$ cat src/rtl/commit_trace_buffer_if.sv
// commit_trace_buffer_if: commit-record capture bus and show-ahead pop port
interface commit_trace_buffer_if #(
    parameter int XLEN = 32
) ();
    logic            commit_valid_i;
    logic [XLEN-1:0] pc_i;
    logic [XLEN-1:0] instr_i;
    logic [4:0]      rd_addr_i;
    logic [XLEN-1:0] rd_data_i;
    logic            stall_i;
    logic            rd_valid_o;
    logic            rd_ready_i;
    logic [XLEN-1:0] rd_pc_o;
    logic [XLEN-1:0] rd_instr_o;
    logic [4:0]      rd_addr_o;
    logic [XLEN-1:0] rd_data_o;
    logic            rd_stall_o;

    modport master (
        output commit_valid_i, pc_i, instr_i, rd_addr_i, rd_data_i, stall_i, rd_ready_i,
        input  rd_valid_o, rd_pc_o, rd_instr_o, rd_addr_o, rd_data_o, rd_stall_o
    );

    modport slave (
        input  commit_valid_i, pc_i, instr_i, rd_addr_i, rd_data_i, stall_i, rd_ready_i,
        output rd_valid_o, rd_pc_o, rd_instr_o, rd_addr_o, rd_data_o, rd_stall_o
    );
endinterface

$ cat src/rtl/commit_trace_buffer.sv
// commit_trace_buffer: circular capture buffer of commit records with stop/wrap full modes
module commit_trace_buffer #(
    parameter int XLEN  = 32,
    parameter int DEPTH = 16,
    parameter int CNT_W = 16
) (
    input  logic                   clk_i,
    input  logic                   rstn,
    input  logic                   clear_i,
    input  logic                   en_i,
    input  logic                   mode_wrap_i,
    input  logic                   skip_stall_i,
    commit_trace_buffer_if.slave   trc,
    output logic [$clog2(DEPTH):0] count_o,
    output logic                   full_o,
    output logic                   empty_o,
    output logic [CNT_W-1:0]       drop_cnt_o
);
    localparam int AW = $clog2(DEPTH);

    typedef struct packed {
        logic [XLEN-1:0] pc;
        logic [XLEN-1:0] instr;
        logic [4:0]      addr;
        logic [XLEN-1:0] data;
        logic            stall;
    } rec_t;

    rec_t             mem_q [DEPTH];
    rec_t             wr_rec;
    rec_t             rd_rec;
    logic [AW-1:0]    wptr_q, wptr_d, rptr_q, rptr_d;
    logic [AW:0]      count_q, count_d;
    logic [CNT_W-1:0] drop_q, drop_d;
    logic             push, pop, drop, wr_en, rd_adv;

    assign full_o  = count_q == (AW+1)'(DEPTH);
    assign empty_o = count_q == '0;
    assign count_o = count_q;
    assign drop_cnt_o = drop_q;

    assign rd_rec         = mem_q[rptr_q];
    assign trc.rd_valid_o = ~empty_o;
    assign trc.rd_pc_o    = rd_rec.pc;
    assign trc.rd_instr_o = rd_rec.instr;
    assign trc.rd_addr_o  = rd_rec.addr;
    assign trc.rd_data_o  = rd_rec.data;
    assign trc.rd_stall_o = rd_rec.stall;

    // Next-state: overwrite-when-full advances the read pointer alongside the write pointer
    always_comb begin
        push    = en_i & trc.commit_valid_i & ~(skip_stall_i & trc.stall_i);
        pop     = ~empty_o & trc.rd_ready_i;
        drop    = push & full_o & ~pop;
        wr_en   = push & (~full_o | pop | mode_wrap_i);
        rd_adv  = pop | (drop & mode_wrap_i);
        wptr_d  = wr_en ? wptr_q + 1'b1 : wptr_q;
        rptr_d  = rd_adv ? rptr_q + 1'b1 : rptr_q;
        count_d = count_q + (AW+1)'(wr_en) - (AW+1)'(rd_adv);
        drop_d  = (drop & ~&drop_q) ? drop_q + 1'b1 : drop_q;
        wr_rec  = '{pc: trc.pc_i, instr: trc.instr_i, addr: trc.rd_addr_i,
                    data: (trc.rd_addr_i == 5'd0) ? '0 : trc.rd_data_i, stall: trc.stall_i};
    end

    // Pointer, occupancy and drop-counter state; clear behaves exactly like reset
    always_ff @(posedge clk_i) begin
        if (!rstn || clear_i) begin
            wptr_q  <= '0;
            rptr_q  <= '0;
            count_q <= '0;
            drop_q  <= '0;
        end else begin
            wptr_q  <= wptr_d;
            rptr_q  <= rptr_d;
            count_q <= count_d;
            drop_q  <= drop_d;
        end
    end

    // Record storage, not reset; only ever read where count says it is valid
    always_ff @(posedge clk_i) begin
        if (rstn && !clear_i && wr_en) mem_q[wptr_q] <= wr_rec;
    end
endmodule

$ cat src/flat_wrapper.sv
// flat-port wrapper written by rule: the top's interface ports become plain ports
module commit_trace_buffer_flat 
#(
    parameter int XLEN  = 32,
    parameter int DEPTH = 16,
    parameter int CNT_W = 16
)
  (clk_i, rstn, clear_i, en_i, mode_wrap_i, skip_stall_i, count_o, full_o, empty_o, drop_cnt_o, trc_commit_valid_i, trc_pc_i, trc_instr_i, trc_rd_addr_i, trc_rd_data_i, trc_stall_i, trc_rd_ready_i, trc_rd_valid_o, trc_rd_pc_o, trc_rd_instr_o, trc_rd_addr_o, trc_rd_data_o, trc_rd_stall_o);
  commit_trace_buffer_if #(.XLEN(XLEN)) trc_i ();
  input  logic clk_i;
  input  logic rstn;
  input  logic clear_i;
  input  logic en_i;
  input  logic mode_wrap_i;
  input  logic skip_stall_i;
  output logic [$clog2(DEPTH):0] count_o;
  output logic full_o;
  output logic empty_o;
  output logic [CNT_W-1:0] drop_cnt_o;
  input wire logic [$bits(trc_i.commit_valid_i)-1:0] trc_commit_valid_i;
  input wire logic [$bits(trc_i.pc_i)-1:0] trc_pc_i;
  input wire logic [$bits(trc_i.instr_i)-1:0] trc_instr_i;
  input wire logic [$bits(trc_i.rd_addr_i)-1:0] trc_rd_addr_i;
  input wire logic [$bits(trc_i.rd_data_i)-1:0] trc_rd_data_i;
  input wire logic [$bits(trc_i.stall_i)-1:0] trc_stall_i;
  input wire logic [$bits(trc_i.rd_ready_i)-1:0] trc_rd_ready_i;
  output wire logic [$bits(trc_i.rd_valid_o)-1:0] trc_rd_valid_o;
  output wire logic [$bits(trc_i.rd_pc_o)-1:0] trc_rd_pc_o;
  output wire logic [$bits(trc_i.rd_instr_o)-1:0] trc_rd_instr_o;
  output wire logic [$bits(trc_i.rd_addr_o)-1:0] trc_rd_addr_o;
  output wire logic [$bits(trc_i.rd_data_o)-1:0] trc_rd_data_o;
  output wire logic [$bits(trc_i.rd_stall_o)-1:0] trc_rd_stall_o;
  assign trc_i.commit_valid_i = trc_commit_valid_i;
  assign trc_i.pc_i = trc_pc_i;
  assign trc_i.instr_i = trc_instr_i;
  assign trc_i.rd_addr_i = trc_rd_addr_i;
  assign trc_i.rd_data_i = trc_rd_data_i;
  assign trc_i.stall_i = trc_stall_i;
  assign trc_i.rd_ready_i = trc_rd_ready_i;
  assign trc_rd_valid_o = trc_i.rd_valid_o;
  assign trc_rd_pc_o = trc_i.rd_pc_o;
  assign trc_rd_instr_o = trc_i.rd_instr_o;
  assign trc_rd_addr_o = trc_i.rd_addr_o;
  assign trc_rd_data_o = trc_i.rd_data_o;
  assign trc_rd_stall_o = trc_i.rd_stall_o;
  commit_trace_buffer #(.XLEN(XLEN), .DEPTH(DEPTH), .CNT_W(CNT_W)) u_core (.clk_i(clk_i), .rstn(rstn), .clear_i(clear_i), .en_i(en_i), .mode_wrap_i(mode_wrap_i), .skip_stall_i(skip_stall_i), .trc(trc_i), .count_o(count_o), .full_o(full_o), .empty_o(empty_o), .drop_cnt_o(drop_cnt_o));
endmodule
$ cat config.mk
export PLATFORM = sky130hd
export DESIGN_NAME = commit_trace_buffer_flat
export DESIGN_NICKNAME = d
export VERILOG_FILES = /design/src/rtl/commit_trace_buffer_if.sv /design/src/rtl/commit_trace_buffer.sv /design/src/flat_wrapper.sv
export SDC_FILE = /design/constraint.sdc
export NUM_CORES = 1
export LEC_CHECK = 0
export CORE_UTILIZATION = 35
export CTS_BUF_LIST = sky130_fd_sc_hd__clkbuf_8
export DETAILED_ROUTE_END_ITERATION = 10
export MAX_ROUTING_LAYER = met4
export PLACE_DENSITY = 0.55
export SLEW_MARGIN = 15
export SYNTH_ARGS = -nofsm -noshare
export SYNTH_HDL_FRONTEND = slang
export SYNTH_SLANG_ARGS = --single-unit
$ cat constraint.sdc
create_clock -name clk_i -period 10 [get_ports clk_i]
set_clock_uncertainty 0.2 [all_clocks]
set_input_delay 1.5 -clock clk_i [delete_from_list [all_inputs] [get_ports clk_i]]
set_output_delay 1.5 -clock clk_i [all_outputs]
set_load 0.005 [all_outputs]
### Word level (Yosys, flattened, before mapping)

Memories as Yosys holds them, arrays and structs flattened. A register that Yosys moved wholly into a read port is not among the register bits.
Index checks and enable logic that the tools add are counted.

| word-level totals | value |
|---|---|
| flip-flop bits (word level) | 29 |
| bits in latches | 0 |
| RAM bits | 1632 |
| bits in read-only memories | 0 |
| input bits | 110 |
| output and inout bits | 126 |
| word-level logic and storage cells | 41 |
| memories | 1 |

Memories:

| name | depth | width | read ports | clocked after memory_dff | wr ports | RTL line | RTL |
|---|---|---|---|---|---|---|---|
| u_core.mem_q | 16 | 102 | 1 | 1 | 1 | commit_trace_buffer.sv:29 | `rec_t mem_q [DEPTH];` |

| operators by class | value |
|---|---|
| add/subtract/negate cells | 5 |
| multipliers | 0 |
| div/mod/pow operators | 0 |
| magnitude comparators | 0 |
| eq/ne operators | 1 |
| shift operators | 0 |
| multiplexer cells | 5 |
| bitwise gates (word level) | 16 |
| reduce and logical (&&, ||, !) cells | 9 |

Operators with widths:

| kind | count |
|---|---|
| 2-to-1 mux 32 bit | 1 |
| adder 16 x 1 -> 16 bit (second input constant) | 1 |
| AND reduction 16 bit | 1 |
| zero test 5 bit | 2 |
| AND 1 bit | 9 |
| adder 4 x 1 -> 4 bit (second input constant) | 2 |
| 2-to-1 mux 4 bit | 2 |
| adder 5 x 1 -> 5 bit | 1 |
| == test 5 bit (second input constant) | 1 |
| subtractor 5 x 1 -> 5 bit | 1 |
| NOT 1 bit | 4 |
| zero test 1 bit | 3 |
| bitwise OR 1 bit | 3 |
| logical AND 1 bit | 2 |
| 2-to-1 mux 1 bit | 2 |
| logical OR 1 bit | 1 |

### Longest topological paths before layout

Gate-level depths: netlist of the first run.

| depth | value |
|---|---|
| depth in word-level cells | 9 |
| depth in mapped cells | 16 |
| mapped depth without buffers | 16 |

### Least setup slack after synthesis of the first run

Ideal clock, no wire load.

| path | value |
|---|---|
| path type | input to register |
| start | in en_i |
| end | mem u_core.mem_q[4][0] (netlist bit) (enable) |
| library setup time | 0.472 ns |
| arrival time | 4.817 ns |
| data required time | 9.328 ns |
| path slack | 4.511 ns |
| stages | 6 |
| path buffers | 1 |
| path through | and2_1 o311a_1 clkbuf_1 nand2_1 nor3b_1 and2_1 |

| between the ends | value |
|---|---|
| word-level cells in the longest chain between the ends | 6 |

Ends and longest elaborated chain:

| element | RTL line | RTL |
|---|---|---|
| from (decl) | flat_wrapper.sv:13 | `input logic en_i;` |
| AND 1 bit (2 in series) | commit_trace_buffer.sv:52 | `push = en_i & trc.commit_valid_i & ~(skip_stall_i & trc.stall_i);` |
| AND 1 bit | commit_trace_buffer.sv:55 | `wr_en = push & (~full_o \| pop \| mode_wrap_i);` |
| net u_core.wr_en | commit_trace_buffer.sv:35 | `logic push, pop, drop, wr_en, rd_adv;` |
| logical AND 1 bit | commit_trace_buffer.sv:82 | `if (rstn && !clear_i && wr_en) mem_q[wptr_q] <= wr_rec;` |
| 2-to-1 mux 1 bit | commit_trace_buffer.sv:82 |  |
| 2-to-1 mux 1 bit (not written as such) | commit_trace_buffer.sv:82 |  |
| to (decl) | commit_trace_buffer.sv:29 |  |

The timed path passes the listed nets, and every way through them passes these cells.

==> results_dict.tcl, run 1 <==
set metrics [dict create \
    p_leak_nw 22.1 \
    cts_tree "yes" \
    yosysUniqueCellTypes 39 \
    synth_nets 2625 \
    crit_path_max_fanout 45 \
    die_h_um 426 \
    grt_util_all_layers_pct 16.8 \
    status "complete, no violations" \
    ir_drop_mv 0.134 \
    syn_inst 2502 \
    end_kind "output port" \
    slowest_delay_ns 1.03 \
    tns_ns 0 \
    final-hold-violation-count 0 \
    core_area_mm2 0.179 \
    final_common_cell "edfxtp_1" \
    synth_enable_flop_cells 1632 \
    cts_max_level 5 \
    synth_area_leaders "edfxtp_1, mux4_2, dfxtp_1" \
    path_cells "buf_4 > mux4_2 > mux4_2 > clkdlybuf4s50_1" \
    holdWs_ns 0.308 \
    post-cts-setup-buffer-count 0 \
    drc 0 \
    clock_tree.root_cell "clkbuf_8" \
    grt_overflow 0 \
    async_reset_ff_share_pct 0 \
    io_pins 236 \
    synth_top_area_share_pct 77.7 \
    syn2layout_area_growth_pct 16.6 \
    hold_buffers 0 \
    finalNetCount 3072 \
    finish.utilization_pct 41.1 \
    critPathSlowestCell "dfxtp_4" \
    worstPathArrival_ns 4.66 \
    first_pass_iters 5 \
    numCtsBuffers 289 \
    p_per_area_mw_per_mm2 200 \
    mappedNetlistArea_mm2 0.0630 \
    postRouteAntennaNets 0 \
    period_needed_ns 6.36 \
    dp_hpwl_mm 74.5 \
    cts_sinks 1665 \
    setup_ws_ns 3.64 \
    fmax_ghz 0.157 \
    grt_pass1_vias 31008 \
    ys_warn_count 0 \
    initial_utilization_pct 35.3 \
    final_max_slew_viol_count 0 \
    viasPerCell 5.10 \
    initialDrtViolationCount 2256 \
    vias 28014 \
    drv_cap 0 \
    rsz0062_at_grt "no" \
    antenna_found_initial 16 \
    grt_pass1_wl_mm 213 \
    power_mw 14.7 \
    relSlewSlack_pct 23.2 \
    port_buffers 235 \
    worstSetupPathType "register to output port" \
    post-route-period-util_pct 63.6 \
    cts_buffer_depth 4 \
    ys_ff_latch 1665 \
    wirelength_mm 147 \
    clkTransAtPathRegs_ns 0.05 \
    place_congestion 0.744 \
    clkLatencyLatePin_ns 1.02 \
    startpoint_type "register" \
    row_count 155 \
    synth_top_flop_cell "edfxtp_1" \
    setup_violations 0 \
    die_area_mm2 0.182 \
    avgSynthCellArea_um2 25.2 \
    ctsResizeCount 0 \
    dp_slack_ns 3.76 \
    worst_pin_slew_ns 1.15 \
    dieWidth_um 426 \
    ys_seq_area_share_pct 78.8 \
    grt_max_degree 137 \
    cpMostUsedCell "mux4_2" \
    hold_class "register to register" \
    drive_gt1_share_pct 29.6 \
    final_cell_mix "edfxtp_1, mux4_2, clkbuf_8" \
    worstPathRequired_ns 8.30 \
    avgRoutedWirePerCell_um 26.7 \
    synth.largest_area_cell "edfxtp_1" \
    fill_cells 15299 \
]
## power breakdown
part	internal, mW	leakage, nW	total [mW]	switching (mW)
registers	7.68	14.9	7.72	0.0396
clock network	3.14	2.99	5.78	2.63
logic	0.671	4.19	1.22	0.550
## state kept, by name (all words and copies together) (netlist names), named ones only
signal and count:
u_core.rptr_q 4, u_core.wptr_q 4, u_core.count_o 5, u_core.drop_cnt_o 16, u_core.mem_q 1632
## logic make-up (layout without fill, tap and decap cells)
| kind of cell | count (synthesis) | in the layout | share of synthesized area, % |
|---|---|---|---|
| other | 0 | 7 | 0 |
| adders and majority gates | 13 | 13 | 0.270 |
| xor gates and xnor gates | 18 | 18 | 0.250 |
| muxes | 510 | 510 | 18.2 |
| DFF | 1665 | 1665 | 78.8 |
| and+or+nand+nor | 137 | 137 | 1.21 |
| buffers and inverters | 136 | 768 | 1.05 |
| AOI/OAI and AO/OA | 23 | 23 | 0.218 |
## metal layers
metal	up-vias	routed length, um	global-route usage, %
met5	-	0	-
met4	0	2890	4.21
met3	224	7590	3.97
met2	749	74700	27.5
met1	15270	61600	21.1
li1	11771	-	-
## cell type report
class	instances	area [um2]	area share, %
Sequential cell	1665	49700	67.6
Multi-Input combinational cell	701	12800	17.4
Clock buffer	296	4070	5.54
Tap cell	2355	2950	4.01
Timing Repair Buffer	278	2790	3.79
Clock inverter	180	1160	1.58
Inverter	14	52.6	0.0715
Antenna cell	7	17.5	0.0238
## worst paths after layout
check	depth (start not counted)	slack, ns	from	endpoint
max	4	3.64	register	trc_rd_data_o[8]
max reg2reg	8	5.64	u_core.count_o[2]$_SDFF_PP0_	u_core.mem_q[3][65]$_DFFE_PP_
min reg2reg	2	0.31	u_core.rptr_q[3]$_SDFFE_PP0N_	register
min	2	0.31	u_core.rptr_q[3]$_SDFFE_PP0N_	register
## cells in the mapped netlist (all sizes together) (2+ instances only)
| cell type | n |
|---|---|
| edfxtp | 1632 |
| mux4 | 510 |
| clkbuf | 74 |
| buf | 48 |
| dfxtp | 33 |
| nor2b | 33 |
| nor2 | 31 |
| and2 | 15 |
| inv | 14 |
| ha | 12 |
| xnor2 | 12 |
| nand2 | 11 |
| a21oi | 10 |
| nand3 | 10 |
| and3 | 7 |
| o21ai | 7 |
| xor2 | 6 |
| nor4 | 5 |
| nand4 | 4 |
| nor3 | 4 |
| or3 | 4 |
| nand4b | 3 |
| and4 | 2 |
| nor3b | 2 |
| nor4b | 2 |
| or4 | 2 |
## worst max-delay path: cells and delay by family, from the launching register on
kind | cells | cell delay, ns
buf+inv | 2 | 1.35
mux | 2 | 1.20
flops | 1 | 1.03
## metrics by stage
step | std cells | instance area, um2
CTS | 5489 | 73500
floorplan | 2502 | 63000
detailed placement | 5013 | 68200
finish | 5496 | 73500
global route | 5495 | 73500
global placement | 5013 | 68200
Note: power is estimated with default switching activity, not from simulation.
==> run 2, diff against run 1 <==
Clock period 10 ns to 6.6 ns, I/O delays scaled along.
==> results_dict.tcl, run 2 (synthesized netlist as in run 1, its figures left out) <==
set metrics [dict create \
    worstReg2RegStart "u_core.count_o[2]$_SDFF_PP0_" \
    final_max_slew_viol_count 0 \
    final-hold-violation-count 0 \
    regMostFlops "u_core.mem_q" \
    worstPathRequired_ns 5.41 \
    ctsResizeCount 0 \
    p_leak_nw 22.2 \
    cts_buffer_depth 4 \
    multiInputGateArea_mm2 0.0128 \
    syn2layout_area_growth_pct 17.0 \
    status "complete, no violations" \
    ir_drop_mv 0.199 \
    core_area_mm2 0.179 \
    numCtsBuffers 292 \
    grt_overflow 0 \
    relSlewSlack_pct 24.9 \
    setup_ws_ns 1.20 \
    finalNetCount 3095 \
    port_buffers 235 \
    hold_class "register to register" \
    post-cts-setup-buffer-count 0 \
    clock_tree.root_cell "clkbuf_8" \
    first_pass_iters 5 \
    antenna_found_initial 18 \
    dp_hpwl_mm 78.2 \
    cts_max_level 5 \
    dp.cells 5033 \
    reg2regPathDepth 8 \
    grt_max_degree 103 \
    worstPathArrival_ns 4.21 \
    die_area_mm2 0.182 \
    end_kind "output port" \
    io_pins 236 \
    fin_cells 5526 \
    hold_buffers 0 \
    initial_utilization_pct 35.3 \
    grt_util_all_layers_pct 17.2 \
    layout.area.seq_mm2 0.0497 \
    dp_slack_ns 1.79 \
    postRouteAntennaNets 0 \
    rsz0062_at_grt "no" \
    crit_path_max_fanout 29 \
    wirelength_mm 151 \
    worstSetupPathType "register to output port" \
    initialDrtViolationCount 2591 \
    drive_gt1_share_pct 29.7 \
    fill_cells 15303 \
    grt_pass1_vias 31509 \
    die_h_um 426 \
    final_common_cell "edfxtp_1" \
    r2r_setup_slack_ns 2.91 \
    p_per_area_mw_per_mm2 299 \
    endpoint "trc_rd_data_o[16]" \
    place_congestion 0.752 \
    vias 28665 \
    final_cell_mix "edfxtp_1, mux4_2, clkbuf_8" \
    dieWidth_um 426 \
    post-route-period-util_pct 81.8 \
    clkTransAtPathRegs_ns 0.06 \
    holdWs_ns 0.347 \
    grt_pass1_wl_mm 218 \
    drc 0 \
    row_count 155 \
    worst_pin_slew_ns 1.12 \
    cts_sinks 1665 \
    largest_reg_flops 1632 \
    avgRoutedWirePerCell_um 27.3 \
    cts_tree "yes" \
    reg2reg_to "u_core.mem_q[6][81]$_DFFE_PP_" \
    tns_ns 0 \
    clkLatencyLatePin_ns 1.02 \
    viasPerCell 5.19 \
    drv_cap 0 \
    startpoint_type "register" \
    period_needed_ns 5.40 \
    fmax_ghz 0.185 \
    setup_violations 0 \
]
run 2: worst min-delay path by stage:
stage | slack (ns) | to | from | depth (start not counted)
finish | 0.35 | u_core.drop_cnt_o[10]$_SDFFE_PP0P_ | u_core.drop_cnt_o[10]$_SDFFE_PP0P_ | 2
global route | 0.37 | register | u_core.rptr_q[3]$_SDFFE_PP0N_ | 2
CTS | 0.34 | register | u_core.rptr_q[3]$_SDFFE_PP0N_ | 2
detailed placement | 0.33 | register | u_core.rptr_q[3]$_SDFFE_PP0N_ | 2
global placement | 0.27 | register | u_core.rptr_q[3]$_SDFFE_PP0N_ | 2
floorplan | 0.26 | register | u_core.rptr_q[3]$_SDFFE_PP0N_ | 2
run 2: where the power goes:
group / total (mW) / switching (mW) / internal [mW]
logic: 1.90 / 0.861 / 1.04
clock network: 8.45 / 4.05 / 4.40
registers: 11.7 / 0.0529 / 11.6
run 2: worst max-delay path: stages, from the launching register on:
cell and delay (ns):
dfxtp_4 0.90, buf_4 0.59, mux4_2 0.56, mux4_2 0.60, clkdlybuf4s50_1 0.51
run 2: layer usage:
layer | global-route usage, % | vias to the layer above | routed length (um)
met2 | 27.2 | 938 | 75100
met1 | 22.4 | 15650 | 64100
met4 | 4.87 | 0 | 3130
met3 | 3.72 | 249 | 8490
met5 | - | - | 0
li1 | - | 11828 | -
run 2: stage by stage:
step / util, % / area, um2 / total power [mW]
final: 41.3 / 73700 / 22.0
after global placement: 38.5 / 68700 / 13.8
after global routing: 41.3 / 73700 / 22.9
after floorplan: - / 63000 / 13.1
after CTS: 41.3 / 73700 / 22.4
after detailed placement: 38.5 / 68700 / 13.9
run 2: cell type report:
type	count	area share [%]
sequential	1665	67.4
multi-input combinational	701	17.3
clock buffer	298	5.56
timing repair buffer	298	4.37
tap	2355	4.00
clock inverter	185	1.26
inverter	14	0.0713
antenna	10	0.0339
